<file path="config.mk">
export PLATFORM = sky130hd
export DESIGN_NAME = serial_adder_n
export DESIGN_NICKNAME = d
export VERILOG_FILES = /design/src/rtl/serial_adder_n.sv
export SDC_FILE = /design/constraint.sdc
export NUM_CORES = 1
export LEC_CHECK = 0
export ABC_AREA = 1
export CAP_MARGIN = 40
export CORE_MARGIN = 10
export CORE_UTILIZATION = 50
export DETAILED_ROUTE_END_ITERATION = 16
export PLACE_DENSITY = 0.73
export SETUP_SLACK_MARGIN = 0.2
export SLEW_MARGIN = 20
export SYNTH_ARGS = -nofsm -noshare
export SYNTH_HDL_FRONTEND = slang
export SYNTH_SLANG_ARGS = --single-unit
</file>
<file path="constraint.sdc">
create_clock -name clk -period 1.31 [get_ports clk]
set_input_delay 0.3275 -clock clk [delete_from_list [all_inputs] [get_ports clk]]
set_output_delay 0.3275 -clock clk [all_outputs]
set_load 0.05 [all_outputs]
</file>
<file path="src/rtl/serial_adder_n.sv">
// serial_adder_n
// Bit-serial adder: one full-adder slice reused over WIDTH cycles, with a
// carry flop linking consecutive bits. Operands are handed over through a
// start/busy/done handshake; sum and carry_out are registered and only
// change on the edge that enters DONE.

module serial_adder_n #(
    parameter int WIDTH = 8
) (
    input  logic             clk,
    input  logic             rst,
    input  logic             start,
    input  logic [WIDTH-1:0] a,
    input  logic [WIDTH-1:0] b,
    input  logic             carry_in,
    output logic             busy,
    output logic             done,
    output logic [WIDTH-1:0] sum,
    output logic             carry_out
);

    localparam int CW = $clog2(WIDTH + 1);

    localparam logic [1:0] S_IDLE = 2'd0;
    localparam logic [1:0] S_ADD  = 2'd1;
    localparam logic [1:0] S_DONE = 2'd2;

    localparam logic [CW-1:0] LAST_BIT = CW'(WIDTH - 1);

    logic [1:0]       state_q, state_d;
    logic [WIDTH-1:0] a_sh_q, a_sh_d;
    logic [WIDTH-1:0] b_sh_q, b_sh_d;
    logic [WIDTH-1:0] acc_q, acc_d;
    logic             carry_q, carry_d;
    logic [CW-1:0]    cnt_q, cnt_d;
    logic [WIDTH-1:0] sum_q, sum_d;
    logic             cout_q, cout_d;

    logic             bit_s;
    logic             bit_c;
    logic [WIDTH-1:0] acc_shift;
    logic             load;

    // Single full-adder slice on the LSBs, and the sum register shifted with the new bit in its MSB
    always_comb begin
        bit_s = a_sh_q[0] ^ b_sh_q[0] ^ carry_q;
        bit_c = (a_sh_q[0] & b_sh_q[0]) | (a_sh_q[0] & carry_q) | (b_sh_q[0] & carry_q);
        acc_shift = acc_q >> 1;
        acc_shift[WIDTH-1] = bit_s;
    end

    // Sequencing: IDLE waits for start, ADD consumes one bit per cycle, DONE publishes the result
    always_comb begin
        state_d = state_q;
        a_sh_d  = a_sh_q;
        b_sh_d  = b_sh_q;
        acc_d   = acc_q;
        carry_d = carry_q;
        cnt_d   = cnt_q;
        sum_d   = sum_q;
        cout_d  = cout_q;
        load    = 1'b0;

        case (state_q)
            S_IDLE: begin
                if (start) begin
                    load = 1'b1;
                end
            end
            S_ADD: begin
                a_sh_d  = a_sh_q >> 1;
                b_sh_d  = b_sh_q >> 1;
                acc_d   = acc_shift;
                carry_d = bit_c;
                cnt_d   = cnt_q + CW'(1);
                if (cnt_q == LAST_BIT) begin
                    state_d = S_DONE;
                    sum_d   = acc_shift;
                    cout_d  = bit_c;
                end
            end
            S_DONE: begin
                state_d = S_IDLE;
                if (start) begin
                    load = 1'b1;
                end
            end
            default: begin
                state_d = S_IDLE;
            end
        endcase

        if (load) begin
            a_sh_d  = a;
            b_sh_d  = b;
            carry_d = carry_in;
            cnt_d   = '0;
            state_d = S_ADD;
        end
    end

    // State and datapath registers with synchronous reset taking priority over everything
    always_ff @(posedge clk) begin
        if (rst) begin
            state_q <= S_IDLE;
            a_sh_q  <= '0;
            b_sh_q  <= '0;
            acc_q   <= '0;
            carry_q <= 1'b0;
            cnt_q   <= '0;
            sum_q   <= '0;
            cout_q  <= 1'b0;
        end else begin
            state_q <= state_d;
            a_sh_q  <= a_sh_d;
            b_sh_q  <= b_sh_d;
            acc_q   <= acc_d;
            carry_q <= carry_d;
            cnt_q   <= cnt_d;
            sum_q   <= sum_d;
            cout_q  <= cout_d;
        end
    end

    assign busy      = (state_q == S_ADD);
    assign done      = (state_q == S_DONE);
    assign sum       = sum_q;
    assign carry_out = cout_q;

endmodule

</file>
==> impl_metrics.ini <==
[synth]
synth_top_family_by_area = simple AND/OR/NAND/NOR gates
synth_top_cell_by_area = dfxtp_1
synthTopCellsByArea = dfxtp_1 43%, nand2_1 12%, nor2_1 8.0%
muxShareOfSynthArea_pct = 0
syn_inst = 255
synth_warnings = 0
synth_compound_area_share_pct = 10.1
synth_top_area_share_pct = 42.9
avgSynthCellArea_sq_um = 7.14
mappedNetlistArea_sq_um = 1820
synth.net_count = 277
synth_xor_area_share_pct = 0.481
synthAdderAreaFrac_pct = 1.79
ys_seq_elements = 39
synth-simple-area-share_pct = 32.4
synth_cell_types = 24
ys_seq_area_share_pct = 42.9

[placed_design]
dp_hpwl_um = 2840
gp_routability_congestion = 0.798
dp_slack_ns = -0.267
dp.cells = 335
io_buffers = 30
place_area_sq_um = 2360

[routing]
ant_nets = 0
vias_per_cell = 5.41
drt-initial-drc-count = 145
wire_per_inst_um = 18.4
drc = 0
first_pass_iters = 4
drt_wl_total_um = 6750
vias = 1991

[critical_path]
cp_slowest_cell = dfxtp_2
crit_buf_inv = 6
slowest_delay_ns = 0.35
criticalPathCategory = reg2reg
cp.arrival_ns = 1.72
crit_top_cell = buf_4
required_ns = 1.57
crit_family = buffers and inverters
path_max_fanout = 5
crit_chain = buf_12 -> buf_4 -> buf_6 -> clkinv_8 -> nand2_8 -> buf_4 -> o21ai_2 -> inv_1 -> nand2_1 -> nor2_1
endpoint_kind = register
rrSetupSlack_ns = -0.15
start_kind = register

[sta]
final_hold_viol_count = 0
drv_slew = 0
slew_headroom_pct = 54.0
finalWorstSetupSlack_ns = -0.146
rsz0062_at_grt = yes
holdWs_ns = 0.502
fin_crit_ns = 1.46
setup_viol = 23
finalClockSkew_ns = 0.0175
fin_crit_sh_pct = 111
fmax_ghz = 0.687
worstMarginPinSlew_ns = 0.690

[clock_tree]
cts_hold_buf = 0
cts_sinks = 39
cts_root_buf = clkbuf_4
clk_latency_ns = 0.37
path_clk_slew_ns = 0.12
clockBufferDepth = 2
cts_tree = built
htreeDepth = 2
cts_made_buffers = 5

[power]
p_leak_uw = 0.00132
total_power_uw = 2710
p_per_area_nw_per_um2 = 869
vdd_ir_drop_max_v = 0.000551

[die]
io_pins = 31
die_y_um = 80.3
start_util_pct = 53.3
die_area_sq_um = 6450
die_w_um = 80.3
num_rows = 21
core_area_sq_um = 3420

[cells_and_area]
nets = 343
layout_common_cells = 39 x nand2_1, 35 x inv_1, 30 x nor2_1
area_growth_pct = 71.3
final_cells = 368
final_common_cell = nand2_1
n_fill_cell = 137
drive_above_1_share_pct = 47.8
antenna_cells = 0
finalInstanceArea_sq_um = 3120

[global_route]
grt_pass1_vias = 1880
grt_usage_pct = 17.2
grt_pass1_wl_um = 8850
grt_max_degree = 13
globalRoute.totalOverflow = 0
antenna_found_initial = 0

[job]
drv_cap = 0

[hold_path]
hold_class = reg2reg

[run_status]
violations = negative setup slack
status = complete, but fails checks
==> stage by stage <==
step	TNS, ns	util [%]
finish	-1.24	91.3
global route	-2.47	91.3
CTS	-0.445	82.4
detailed placement	-4.68	69.1
global placement	-4.15	69.1
floorplan	0	-
==> layout make-up <==
cell class	instances	area, sq um	area share (%)
Tap cell	46	57.6	1.85
Clock buffer	5	37.5	1.20
Inverter	40	178	5.70
Multi-Input combinational cell	169	1180	38.0
Clock inverter	3	15.0	0.481
Timing Repair Buffer	66	845	27.1
Sequential cell	39	802	25.7
==> cells in the mapped netlist (all sizes together) <==
cell    number
inv         40
fa           1
nand3       22
dfxtp       39
nor2        41
ha           1
buf          8
o21ai       14
nand2       64
xor2         1
clkbuf       2
a21oi       22
==> where the power goes <==
group / leakage [uW] / internal [uW] / total (uW) / switching (uW)
sequential: 0.000326 / 1250 / 1300 / 51.2
combinational: 0.000961 / 349 / 779 / 430
clock: 0.0000347 / 200 / 628 / 428
total: 0.00132 / 1800 / 2710 / 909
==> registers in the layout, summed over array words and instances, names as in the netlist <==
signal / cells
carry_out: 1
acc_q: 7
state_q: 2
b_sh_q: 8
cnt_q: 4
a_sh_q: 8
sum: 8
carry_q: 1
==> timing repair <==
action,CTS,global route
setup buffers,12,8
endpoints found under the setup margin,40,50
gates cloned,4,1
resized for setup,77,62
pin swaps,19,14
==> final timing paths <==
kind | from | to | cells after the start
max | state_q[0] | b_sh_q[2] | 10
min | acc_q[1] | acc_q[1] | 2
max reg2reg | state_q[0] | b_sh_q[2] | 10
min reg2reg | acc_q[1] | acc_q[1] | 2
==> routing by layer <==
| metal | vias to the layer above | wire length [um] | global-route usage [%] |
|---|---|---|---|
| li1 | 920 | - | - |
| met1 | 956 | 2520 | 18.4 |
| met2 | 96 | 3530 | 30.6 |
| met3 | 19 | 531 | 5.90 |
| met4 | 0 | 168 | 6.16 |
| met5 | - | 0 | 0 |
==> kinds of logic (layout without fill, tap and decap cells) <==
family | Yosys count | after routing
compound gates | 36 | 36
simple gates | 127 | 130
fa+ha+maj | 2 | 2
flops | 39 | 39
xor+xnor | 1 | 1
buf+inv | 50 | 114
==> worst reg2reg max path, stage by stage, from the launching register on <==
cell and delay, ns:
dfxtp_2 0.35, buf_12 0.13, buf_4 0.13, buf_6 0.12, clkinv_8 0.07, nand2_8 0.09, buf_4 0.18, o21ai_2 0.13
inv_1 0.07, nand2_1 0.06, nor2_1 0.03
(Power assumes the default switching activity.)
